`src/rtl/clock24_pkg.sv`:
```
// Shared definitions for the 24-hour BCD clock: mode encodings, BCD field limits
// and the button decode used by the core.
package clock24_pkg;

    typedef enum logic [1:0] {
        RUN      = 2'd0,
        SET_HOUR = 2'd1,
        SET_MIN  = 2'd2
    } smode_e;

    localparam logic [7:0] MOD60 = 8'h59;
    localparam logic [7:0] MOD24 = 8'h23;

    localparam int DEFAULT_CLK_HZ    = 48_000_000;
    localparam int DEFAULT_BLINK_DIV = 2;

    // Button events after priority resolution for the current mode.
    typedef struct packed {
        logic mode;
        logic up;
        logic clr;
    } btn_t;

    // MODE wins over UP in the same cycle; UP only counts in a set state; CLR always applies.
    function automatic btn_t decode_buttons(input logic [2:0] bin, input smode_e state);
        btn_t ev;
        ev.mode = bin[0];
        ev.up   = bin[1] && !bin[0] && (state != RUN);
        ev.clr  = bin[2];
        return ev;
    endfunction

endpackage

```
`src/rtl/clock24_bcd2_counter.sv`:
```
// Two-digit BCD counter that wraps to 00 after MAXVAL.
// It raises carry when it is incremented at MAXVAL.
module bcd2_counter
    import clock24_pkg::*;
#(
    parameter logic [7:0] MAXVAL = MOD60
) (
    input  logic       clk,
    input  logic       rst_n,
    input  logic       inc_i,
    input  logic       clr_i,
    output logic [7:0] value_o,
    output logic       carry_o
);

    logic [7:0] value_q;
    logic [7:0] value_d;

    // NOTE: every variable written in always_comb gets a default first, so no path leaves it holding (no latch).
    always_comb begin
        value_d = value_q;
        if (clr_i) begin
            value_d = 8'h00;
        end else if (inc_i) begin
            if (value_q == MAXVAL) begin
                value_d = 8'h00;
            end else if (value_q[3:0] == 4'd9) begin
                value_d = {value_q[7:4] + 4'd1, 4'd0};
            end else begin
                value_d = {value_q[7:4], value_q[3:0] + 4'd1};
            end
        end
    end

    // NOTE: sequential state uses non-blocking assignments so all flops update together at the edge.
    always_ff @(posedge clk or negedge rst_n) begin
        if (!rst_n) begin
            value_q <= 8'h00;
        end else begin
            value_q <= value_d;
        end
    end

    assign value_o = value_q;
    assign carry_o = inc_i && (value_q == MAXVAL);

endmodule

```
`src/rtl/clock24_core.sv`:
```
// 24-hour BCD time-of-day keeper with a button-driven set mode and a display blink request.
// It contains the prescaler, the mode FSM and the carry chain between the three BCD fields.
module clock24_core
    import clock24_pkg::*;
#(
    parameter int CLK_HZ    = DEFAULT_CLK_HZ,
    parameter int BLINK_DIV = DEFAULT_BLINK_DIV
) (
    input  logic       CLK,
    input  logic       RST,
    input  logic [2:0] BIN,
    output logic [7:0] HOUR,
    output logic [7:0] MIN,
    output logic [7:0] SEC,
    output logic [1:0] SMODE,
    output logic       BLINK
);

    localparam int BPER = CLK_HZ / BLINK_DIV;
    localparam int PW   = (CLK_HZ > 1) ? $clog2(CLK_HZ) : 1;
    localparam int BW   = (BPER > 1) ? $clog2(BPER) : 1;

    localparam logic [PW-1:0] PRESC_MAX  = PW'(CLK_HZ - 1);
    localparam logic [BW-1:0] BLINK_MAX  = BW'(BPER - 1);
    localparam logic [BW-1:0] BLINK_HALF = BW'(BPER / 2);

    smode_e        state_q, state_d;
    logic [PW-1:0] presc_q, presc_d;
    logic [BW-1:0] bcnt_q,  bcnt_d;
    logic          hold_q,  hold_d;

    btn_t ev;
    logic tick1s;
    logic in_run;
    logic exit_set;
    logic restart;

    logic sec_inc,  sec_carry;
    logic min_inc,  min_carry;
    logic hour_inc, hour_carry_unused;

    assign ev       = decode_buttons(BIN, state_q);
    assign tick1s   = (presc_q == PRESC_MAX);
    assign in_run   = (state_q == RUN);
    assign exit_set = ev.mode && (state_q == SET_MIN);
    assign restart  = ev.clr || exit_set;

    always_comb begin
        state_d = state_q;
        BLINK   = 1'b0;
        if (ev.mode) begin
            case (state_q)
                RUN:      state_d = SET_HOUR;
                SET_HOUR: state_d = SET_MIN;
                default:  state_d = RUN;
            endcase
        end
        if (!in_run && (bcnt_q >= BLINK_HALF) && !hold_q && !ev.up) begin
            BLINK = 1'b1;
        end
    end

    // The blink counter restarts with the prescaler; BLINK_DIV divides CLK_HZ, so both wrap together.
    always_comb begin
        presc_d = presc_q + PW'(1);
        bcnt_d  = bcnt_q + BW'(1);
        if (restart || tick1s) begin
            presc_d = '0;
        end
        if (restart || (bcnt_q == BLINK_MAX)) begin
            bcnt_d = '0;
        end
        hold_d = (ev.up || hold_q) && (bcnt_d != '0);
    end

    always_ff @(posedge CLK or negedge RST) begin
        if (!RST) begin
            state_q <= RUN;
            presc_q <= '0;
            bcnt_q  <= '0;
            hold_q  <= 1'b0;
        end else begin
            state_q <= state_d;
            presc_q <= presc_d;
            bcnt_q  <= bcnt_d;
            hold_q  <= hold_d;
        end
    end

    // Carries only propagate in RUN; in the set states UP edits one field without carry.
    assign sec_inc  = in_run && tick1s && !ev.clr;
    assign min_inc  = (in_run && sec_carry) || ((state_q == SET_MIN) && ev.up);
    assign hour_inc = (in_run && min_carry) || ((state_q == SET_HOUR) && ev.up);

    bcd2_counter #(.MAXVAL(MOD60)) u_sec (
        .clk     (CLK),
        .rst_n   (RST),
        .inc_i   (sec_inc),
        .clr_i   (restart),
        .value_o (SEC),
        .carry_o (sec_carry)
    );

    bcd2_counter #(.MAXVAL(MOD60)) u_min (
        .clk     (CLK),
        .rst_n   (RST),
        .inc_i   (min_inc),
        .clr_i   (1'b0),
        .value_o (MIN),
        .carry_o (min_carry)
    );

    bcd2_counter #(.MAXVAL(MOD24)) u_hour (
        .clk     (CLK),
        .rst_n   (RST),
        .inc_i   (hour_inc),
        .clr_i   (1'b0),
        .value_o (HOUR),
        .carry_o (hour_carry_unused)
    );

    assign SMODE = state_q;

endmodule

```
`config.mk`:
```
export PLATFORM = sky130hd
export DESIGN_NAME = clock24_core
export DESIGN_NICKNAME = d
export VERILOG_FILES = /design/src/rtl/clock24_pkg.sv /design/src/rtl/clock24_bcd2_counter.sv /design/src/rtl/clock24_core.sv
export SDC_FILE = /design/constraint.sdc
export NUM_CORES = 1
export LEC_CHECK = 0
export ABC_AREA = 1
export BUFFER_PORTS_ARGS = -buffer_cell sky130_fd_sc_hd__buf_2
export CORE_UTILIZATION = 40
export CTS_BUF_LIST = sky130_fd_sc_hd__clkbuf_16
export CTS_CLUSTER_DIAMETER = 60
export DETAILED_ROUTE_END_ITERATION = 10
export GPL_TIMING_DRIVEN = 0
export PLACE_DENSITY = 0.67
export SLEW_MARGIN = 20
export SYNTH_ARGS = -nofsm -noshare
export SYNTH_HDL_FRONTEND = slang
export SYNTH_HIERARCHICAL = 1
export SYNTH_SLANG_ARGS = --single-unit
export TNS_END_PERCENT = 20
```
`constraint.sdc`:
```
create_clock -name CLK -period 3.5 [get_ports CLK]
set_input_delay 0.175 -clock CLK [delete_from_list [all_inputs] [get_ports CLK]]
set_output_delay 0.175 -clock CLK [all_outputs]
set_load 0.005 [all_outputs]
```
==> impl_metrics.py, run 1 <==
metrics = {
    "timing": {
        "period_share_pct": 90.73,
        "holdWs_ns": 0.07721,
        "report.final.slew_viol_count": 0,
        "finalSetupViolCount": 0,
        "max_freq_mhz": 314.9,
        "min_period_ns": 3.175,
        "skew_ns": 0.008997,
        "hold_viol_final": 0,
        "fin_ws_ns": 0.3245,
        "rsz0062_at_grt": "false",
    },
    "route": {
        "drtIter0Drc": 328,
        "drc_errors": 0,
        "wirelength_mm": 10.87,
        "ant_nets": 0,
        "vias": 4379,
        "wire_per_inst_um": 12.27,
        "firstDrtPassIters": 5,
        "vias_per_cell": 4.942,
    },
    "clock_tree": {
        "cts_buffers": 9,
        "cts_tree": "built",
        "cts_root_buf": "clkbuf_16",
        "cts_buffer_depth": 2,
        "worstSkewPairLatency_ns": 0.35,
        "cts.clk_slew.worst_paths_ns": 0.06,
        "cts_setup_buffers": 0,
        "cts.sinks": 78,
        "htreeDepth": 3,
    },
    "worst_hold_path": {
        "hold_start": "BIN[0]",
        "min_path_type": "input port to flip-flop",
    },
    "pwr": {
        "p_per_area_nw_per_um2": 387.7,
        "p_leak_uw": 0.002827,
        "power_uw": 2195,
        "ir_worst_vdd_mv": 0.2313,
    },
    "cells_and_area": {
        "drive_gt1_share_pct": 16.37,
        "fin_area_um2": 5662,
        "insertedDiodeCount": 0,
        "syn2layout_area_growth_pct": 14.50,
        "final-seq-area_um2": 1952,
        "multi_input_area_um2": 2626,
        "post-route-util_pct": 47.14,
        "num-fill-cells": 1177,
        "nets": 754,
    },
    "place": {
        "io_buffers": 31,
        "dp_slack_ns": -0.02203,
        "placed_cell_area_um2": 5336,
        "place.gp.congestion": 0.8981,
        "hpwl_mm": 8.135,
    },
    "setup_path": {
        "critPathArrivalTime_ns": 3.45,
        "crit_required_ns": 3.77,
        "path_max_fanout": 7,
        "path_class": "flip-flop to flip-flop",
        "critPathLaunchType": "flip-flop",
        "worstReg2RegStart": "presc_q[0]",
        "cp-end-kind": "flip-flop",
        "crit_start": "presc_q[0]",
    },
    "synthesis": {
        "synth-warning-count": 6,
        "synth_area_um2": 4945,
        "syn_inst": 684,
        "syn_avg_cell_area_um2": 7.229,
    },
    "global_routing": {
        "grt_max_degree": 49,
        "antenna_found_initial": 0,
        "track_usage_pct": 18.11,
        "grt-ovfl-total": 0,
        "grt_pass1_vias": 4198,
        "grt_pass1_wl_mm": 18.66,
    },
    "job": {
        "drv_cap": 0,
    },
    "floorplanning": {
        "die_h_um": 113.2,
        "num_rows": 40,
        "die_w_um": 113.2,
        "die_area_um2": 12810,
        "core_area_um2": 12010,
        "ios": 32,
        "start_util_pct": 41.17,
    },
    "outcome": {
        "status": "finished clean",
    },
}
-- path summary, 6_finish.rpt --
path / end / slack [ns] / depth (start not counted)
worst max-delay path: u_hour/value_o[2] / 0.32 / 19
worst min-delay path: SMODE[0] / 0.08 / 2
worst max register to register: u_hour/value_o[2] / 0.32 / 19
worst min register to register: presc_q[0] / 0.46 / 1
max in group asynchronous: SMODE[0] / 2.61 / 3
min in group asynchronous: bcnt_q[14] / 0.31 / 2
-- cells in the final DEF, fill, tap and decap left out, drive strengths merged, types with 3 or more instances in the layout --
cell	n
nand2	204
nor2	117
inv	98
dfrtp	78
nand3	53
buf	36
o21ai	24
nor3	23
a21oi	19
ha	15
nand4	14
clkbuf	9
xor2	7
conb	7
clkinv	6
or2	5
a31oi	3
nor4	3
o22ai	3
-- stage by stage --
stage / cells / TNS, ns
floorplan: 690 / 0
global placement: 868 / -0.01210
detailed placement: 869 / -0.02203
CTS: 886 / 0
global route: 886 / 0
finish: 886 / 0
-- flip-flops by register name, summed over array words and instances, names as in the netlist --
signal,flops
u_hour/value_o,8
u_sec/value_o,8
hold_q,1
presc_q,26
bcnt_q,25
SMODE,2
u_min/value_o,8
-- timing repair --
action / 4_1_cts / 5_1_grt
hold buffers: 1 / 0
hold endpoints to repair: 30 / 0
cloned: 0 / 0
setup endpoints to repair: 1 / 8
gates resized for setup: 1 / 2
-- metal layers --
metal  GRT usage [%]  vias to the layer above  part of all wire [%]
met5               0                        -                     0
met4           8.421                        0                   2.6
met3           3.856                       18                   3.8
met1           22.37                     2028                    46
li1                -                     2257                     -
met2           30.27                       76                    47
-- report_power, final --
group          internal (uW)  switching (uW)  leakage (uW)
Clock                    614             371      0.000159
Combinational           80.2             163       0.00159
Sequential               933            34.3       0.00108
Total                   1630             568       0.00283
-- critical path, cell delays in order, from the launching register on --
cell     delay [ns]
dfrtp_1        0.37
ha_1           0.19
nand2_1        0.08
nor2_2         0.16
nand2_1        0.12
nor2_2         0.12
nand4_1        0.20
nor3_2         0.27
nand2_2        0.14
nor2_1         0.12
nand2_1        0.08
o21ai_2        0.14
nand2_2        0.15
nor2_1         0.23
a32o_1         0.20
inv_1          0.09
nand2_4        0.13
nand2_4        0.05
xor2_1         0.14
a21oi_1        0.12
-- area by class of cell --
cell class	instances	share of cell area [%]
multi-input cells	509	46.39
flip-flops and latches	78	34.48
inverters	99	6.564
clock buffers	9	3.978
repair buffers	33	3.448
well taps	147	3.249
clock inverters	7	1.436
plain buffers	4	0.4641
Note: power is estimated with default switching activity, not from simulation.
==> run 2, diff against run 1 <==
--- a/config.mk
+++ b/config.mk
@@ -5,14 +5,15 @@
 export SDC_FILE = /design/constraint.sdc
 export NUM_CORES = 1
 export LEC_CHECK = 0
-export ABC_AREA = 1
 export BUFFER_PORTS_ARGS = -buffer_cell sky130_fd_sc_hd__buf_2
-export CORE_UTILIZATION = 40
+export CELL_PAD_IN_SITES_DETAIL_PLACEMENT = 1
+export CELL_PAD_IN_SITES_GLOBAL_PLACEMENT = 2
+export CORE_UTILIZATION = 38
 export CTS_BUF_LIST = sky130_fd_sc_hd__clkbuf_16
 export CTS_CLUSTER_DIAMETER = 60
 export DETAILED_ROUTE_END_ITERATION = 10
 export GPL_TIMING_DRIVEN = 0
-export PLACE_DENSITY = 0.67
+export PLACE_DENSITY = 0.89
 export SLEW_MARGIN = 20
 export SYNTH_ARGS = -nofsm -noshare
 export SYNTH_HDL_FRONTEND = slang
==> impl_metrics.py, run 2 <==
metrics = {
    "cells_and_area": {
        "final-seq-area_um2": 1952,
        "largest_reg_flops": 26,
        "layout_commonest_cell": "dfrtp_1",
        "largest-register": "presc_q",
        "syn2layout_area_growth_pct": 17.78,
        "nets": 572,
        "multi_input_area_um2": 2554,
        "drive_gt1_share_pct": 17.77,
        "layout_common_cells": "dfrtp_1, nor2_1, buf_2",
        "fin_cells": 700,
        "num-fill-cells": 1356,
        "top_regs": "presc_q x26, bcnt_q x25",
        "insertedDiodeCount": 0,
    },
    "worst_hold_path": {
        "min_path_type": "input port to flip-flop",
    },
    "timing": {
        "holdWs_ns": 0.09033,
        "max_freq_mhz": 295.7,
        "skew_ns": 0.007632,
        "tightest_slew_ns": 0.6179,
        "fin_setup_tns_ns": 0,
        "finalSetupViolCount": 0,
        "hold_viol_final": 0,
        "slew_headroom_pct": 58.81,
        "min_period_ns": 3.381,
        "fin_ws_ns": 0.1186,
        "rsz0062_at_grt": "true",
        "report.final.slew_viol_count": 0,
        "period_share_pct": 96.61,
    },
    "route": {
        "wirelength_mm": 11.06,
        "drc_errors": 2,
        "vias_per_cell": 5.330,
        "vias": 3731,
        "wire_per_inst_um": 15.80,
        "ant_nets": 0,
        "wl_met3_um": 337,
        "drt-met1-wl_mm": 5.269,
        "firstDrtPassIters": 7,
        "drtIter0Drc": 140,
        "met2RoutedLength_mm": 5.291,
        "top_layer": "met4",
    },
    "global_routing": {
        "track_usage_pct": 19.27,
        "antenna_found_initial": 0,
        "grt_pass1_wl_mm": 19.35,
        "grt_max_degree": 48,
        "grt_pass1_vias": 3988,
        "grt-ovfl-total": 0,
    },
    "outcome": {
        "status": "finished, violations left",
        "failed_checks": "DRC",
    },
    "clock_tree": {
        "cts.sinks": 78,
        "worstSkewPairLatency_ns": 0.33,
        "cts_buffer_depth": 2,
        "htreeDepth": 3,
        "cts_tree": "built",
        "cts_root_buf": "clkbuf_16",
        "cts.clk_slew.worst_paths_ns": 0.06,
        "cts_buffers": 9,
    },
    "floorplanning": {
        "start_util_pct": 39.57,
        "core_area_um2": 11610,
        "die_area_um2": 12540,
        "num_rows": 39,
        "die_w_um": 112.0,
        "die_h_um": 112.0,
        "ios": 32,
    },
    "pwr": {
        "p_leak_uw": 0.002422,
        "ir_worst_vdd_mv": 0.1555,
        "p_per_area_nw_per_um2": 362.1,
    },
    "setup_path": {
        "critPathArrivalTime_ns": 3.64,
        "cp-end-kind": "flip-flop",
        "cp_cell_sequence": "ha_2 > and3_4 > and3_4 > and2_4 > nand4_1 > nor4_4 > nand4b_4 > nor2_4 > mux2i_2 > nor2_4 > nand4b_4 > nor2_2 > mux2i_1 > nor2_2 > nand4b_1 > or3_4 > a21oi_2",
        "path_max_fanout": 4,
        "crit_required_ns": 3.76,
        "slowest_stage": "dfrtp_1",
        "path_class": "flip-flop to flip-flop",
        "critPathLaunchType": "flip-flop",
        "max_stage_delay_ns": 0.36,
    },
    "place": {
        "io_buffers": 31,
        "hpwl_mm": 7.736,
        "dp_cells": 671,
        "dp_slack_ns": -0.9305,
        "place.gp.congestion": 0.7912,
    },
    "job": {
        "drv_cap": 0,
    },
    "synthesis": {
        "synth-warning-count": 6,
        "syn_avg_cell_area_um2": 9.303,
        "synth_area_um2": 4596,
        "syn_inst": 494,
    },
}
[run 2: where the power goes]
part / internal (uW) / total (uW) / switching [uW]
Sequential: 921 / 946 / 25.7
Combinational: 67.1 / 179 / 112
Clock: 469 / 835 / 366
Total: 1460 / 1960 / 504
[run 2: through the flow]
step	utilization [%]	power (uW)	instance area (um^2)
2_1_floorplan	-	1051	4618
3_3_place_gp	42.64	1109	4952
3_5_place_dp	42.90	1124	4982
4_1_cts	46.28	1985	5375
5_1_grt	46.61	2055	5413
6_report	46.61	1960	5413
[run 2: worst paths after layout]
path | start | slack (ns) | endpoint | cells past startpoint
worst max-delay path | presc_q[1] | 0.12 | u_hour/value_o[6] | 17
worst min-delay path | BIN[0] | 0.09 | SMODE[0] | 2
worst max register to register | presc_q[1] | 0.12 | u_hour/value_o[6] | 17
worst min register to register | bcnt_q[0] | 0.53 | bcnt_q[0] | 1
max in group asynchronous | RST | 2.57 | bcnt_q[2] | 3
min in group asynchronous | RST | 0.34 | presc_q[19] | 2
[run 2: area by class of cell]
| cell class | count | area share (%) |
|---|---|---|
| timing repair buffer | 46 | 5.478 |
| buffer | 23 | 1.872 |
| inverter | 19 | 1.318 |
| clock inverter | 7 | 0.6241 |
| clock buffer | 9 | 4.161 |
| sequential | 78 | 36.06 |
| multi-input combinational | 375 | 47.18 |
| tap | 143 | 3.306 |
[run 2: timing repair]
item / CTS / global route
endpoints found under the setup margin: 12 / 8
setup buffers: 10 / 3
endpoints found under the hold margin: 31 / 0
gates resized for setup: 11 / 7
cloned: 0 / 0
hold buffers: 1 / 0
pin swaps: 11 / 8
[run 2: worst max-delay path: cells and delay by family (launching register included)]
family / cells / cell delay (ns)
and+or+nand+nor: 13 / 2.44
AOI/OAI and AO/OA: 1 / 0.12
adders and majority gates: 1 / 0.19
muxes: 2 / 0.18
DFF: 1 / 0.36
[run 2: routing by layer]
metal	vias up	global-route usage, %
met5	-	0
met4	0	6.044
met3	12	4.028
met2	43	31.76
met1	1847	25.38
li1	1829	-
==> run 3, diff against run 2 <==
--- a/config.mk
+++ b/config.mk
@@ -5,9 +5,10 @@
 export SDC_FILE = /design/constraint.sdc
 export NUM_CORES = 1
 export LEC_CHECK = 0
-export BUFFER_PORTS_ARGS = -buffer_cell sky130_fd_sc_hd__buf_2
+export BUFFER_PORTS_ARGS = -buffer_cell sky130_fd_sc_hd__clkbuf_2
 export CELL_PAD_IN_SITES_DETAIL_PLACEMENT = 1
 export CELL_PAD_IN_SITES_GLOBAL_PLACEMENT = 2
+export CORE_MARGIN = 2
 export CORE_UTILIZATION = 38
 export CTS_BUF_LIST = sky130_fd_sc_hd__clkbuf_16
 export CTS_CLUSTER_DIAMETER = 60
==> constraint.sdc (replaced) <==
create_clock -name CLK -period 3.5 [get_ports CLK]
set_input_delay 0.175 -clock CLK [delete_from_list [all_inputs] [get_ports CLK]]
set_output_delay 0.175 -clock CLK [all_outputs]
set_load 0.05 [all_outputs]
==> impl_metrics.py, run 3 (same netlist as run 2, synthesis figures left out) <==
metrics = {
    "timing": {
        "holdWs_ns": 0.07990,
        "hold_viol_final": 0,
        "skew_ns": 0.004906,
        "rsz0062_at_grt": "true",
        "slew_headroom_pct": 56.65,
        "min_period_ns": 3.351,
        "report.final.slew_viol_count": 0,
        "period_share_pct": 95.75,
        "max_freq_mhz": 298.4,
        "tightest_slew_ns": 0.6502,
        "finalSetupViolCount": 0,
    },
    "setup_path": {
        "r2r_cells": 18,
        "critPathCapture": "u_hour/value_o[6]",
        "reg2reg_slack_ns": 0.15,
        "critPathLaunchType": "flip-flop",
        "cp-end-kind": "flip-flop",
        "crit_start": "presc_q[1]",
        "crit_required_ns": 3.78,
        "worstReg2RegStart": "presc_q[1]",
        "path_class": "flip-flop to flip-flop",
        "critPathArrivalTime_ns": 3.63,
        "path_max_fanout": 4,
        "reg2reg_to": "u_hour/value_o[6]",
    },
    "cells_and_area": {
        "largest_reg_flops": 26,
        "layout_common_cells": "dfrtp_1, nor2_1, nand2_1",
        "fin_cells": 704,
        "syn2layout_area_growth_pct": 19.44,
        "fin_area_um2": 5489,
        "nets": 572,
        "post-route-util_pct": 46.08,
        "layout_commonest_cell": "dfrtp_1",
        "drive_gt1_share_pct": 18.49,
        "top_regs": "presc_q x26, bcnt_q x25",
        "largest-register": "presc_q",
        "insertedDiodeCount": 0,
    },
    "global_routing": {
        "grt_pass1_vias": 3970,
        "grt_use_met1_pct": 22.38,
        "grt-ovfl-total": 0,
        "grt_pass1_wl_mm": 19.02,
        "antenna_found_initial": 0,
        "track_usage_pct": 18.26,
        "use_met3_pct": 5.048,
        "grt_max_degree": 79,
        "use_met2_pct": 32.02,
        "gr-max-usage-layer": "met2",
    },
    "clock_tree": {
        "htreeDepth": 3,
        "cts_tree": "built",
        "worstSkewPairLatency_ns": 0.35,
        "cts.sinks": 78,
        "cts.clk_slew.worst_paths_ns": 0.06,
        "cts_buffer_depth": 2,
        "cts_root_buf": "clkbuf_16",
        "cts_buffers": 9,
    },
    "pwr": {
        "p_per_area_nw_per_um2": 395.2,
        "ir_worst_vdd_mv": 0.2877,
        "power_uw": 2169,
        "p_leak_uw": 0.002417,
    },
    "outcome": {
        "status": "finished clean",
    },
    "place": {
        "hpwl_mm": 7.627,
        "placed_cell_area_um2": 4969,
        "io_buffers": 31,
        "dp_cells": 674,
        "place.gp.congestion": 0.7868,
    },
    "floorplanning": {
        "num_rows": 40,
        "die_h_um": 114.0,
        "core_area_um2": 11910,
        "die_w_um": 114.0,
        "ios": 32,
        "start_util_pct": 38.58,
        "die_area_um2": 12990,
    },
    "route": {
        "wirelength_mm": 11.05,
        "wire_per_inst_um": 15.69,
        "drc_errors": 0,
        "ant_nets": 0,
        "firstDrtPassIters": 4,
        "vias_per_cell": 5.351,
        "drtIter0Drc": 113,
        "vias": 3767,
    },
    "job": {
        "drv_cap": 0,
    },
    "worst_hold_path": {
        "min_path_type": "input port to flip-flop",
    },
}
run 3: worst min path at each step:
stage	cells after the start	slack (ns)	startpoint	end
6_report	2	0.08	BIN[0]	SMODE[0]
5_1_grt	2	0.11	BIN[0]	SMODE[0]
4_1_cts	2	0.07	BIN[0]	SMODE[0]
3_5_place_dp	1	0.27	RST	presc_q[13]
3_3_place_gp	2	0.43	BIN[0]	SMODE[0]
2_1_floorplan	0	-0.12	RST	SMODE[0]
run 3: per-stage QoR:
stage | setup WS, ns | setup TNS [ns]
3_5_place_dp | -0.7672 | -4.259
6_report | 0.1488 | 0
3_3_place_gp | -0.6803 | -3.699
2_1_floorplan | 0.03851 | 0
5_1_grt | -0.1588 | -0.4910
4_1_cts | -0.06925 | -0.1003
run 3: routing by layer:
metal  routed length (um)  part of all wire (%)
met1                 4928                    45
met5                    0                     0
met3                  286                   2.6
met2                 5739                    52
met4                   93                  0.84
run 3: layout make-up:
| cell class | count | area (um^2) |
|---|---|---|
| clock buffers | 9 | 225.2 |
| fillers | 1387 | 6422 |
| well taps | 147 | 183.9 |
| inverters | 19 | 71.32 |
| flip-flops and latches | 78 | 1952 |
| clock inverters | 7 | 98.84 |
| repair buffers | 45 | 275.3 |
| plain buffers | 24 | 115.1 |
| multi-input cells | 375 | 2567 |
run 3: timing repair:
item                                    CTS  global route
hold endpoints to repair                 78             0
endpoints found under the setup margin    9             8
hold buffers                              1             0
setup buffers                            11             2
pin swaps                                11             7
resized for setup                        13             7
run 3: critical path, stage by stage (launching register included):
cell and delay [ns]:
dfrtp_1 0.36, ha_2 0.19, and3_4 0.19, and3_4 0.18
and2_4 0.13, nand4_1 0.18, nor4_4 0.29, nand4b_4 0.16
nor2_4 0.12, mux2i_4 0.08, nor2_4 0.14, nand4b_4 0.12
nor2_2 0.10, mux2i_1 0.09, nor2_2 0.16, clkbuf_8 0.16
nand4b_1 0.16, or3_1 0.36, a21oi_2 0.11
run 3: power by group:
part | total, uW | internal [uW] | switching [uW]
Sequential | 946 | 920 | 26.0
Combinational | 205 | 63.5 | 141
Clock | 1020 | 627 | 392
Total | 2170 | 1610 | 559
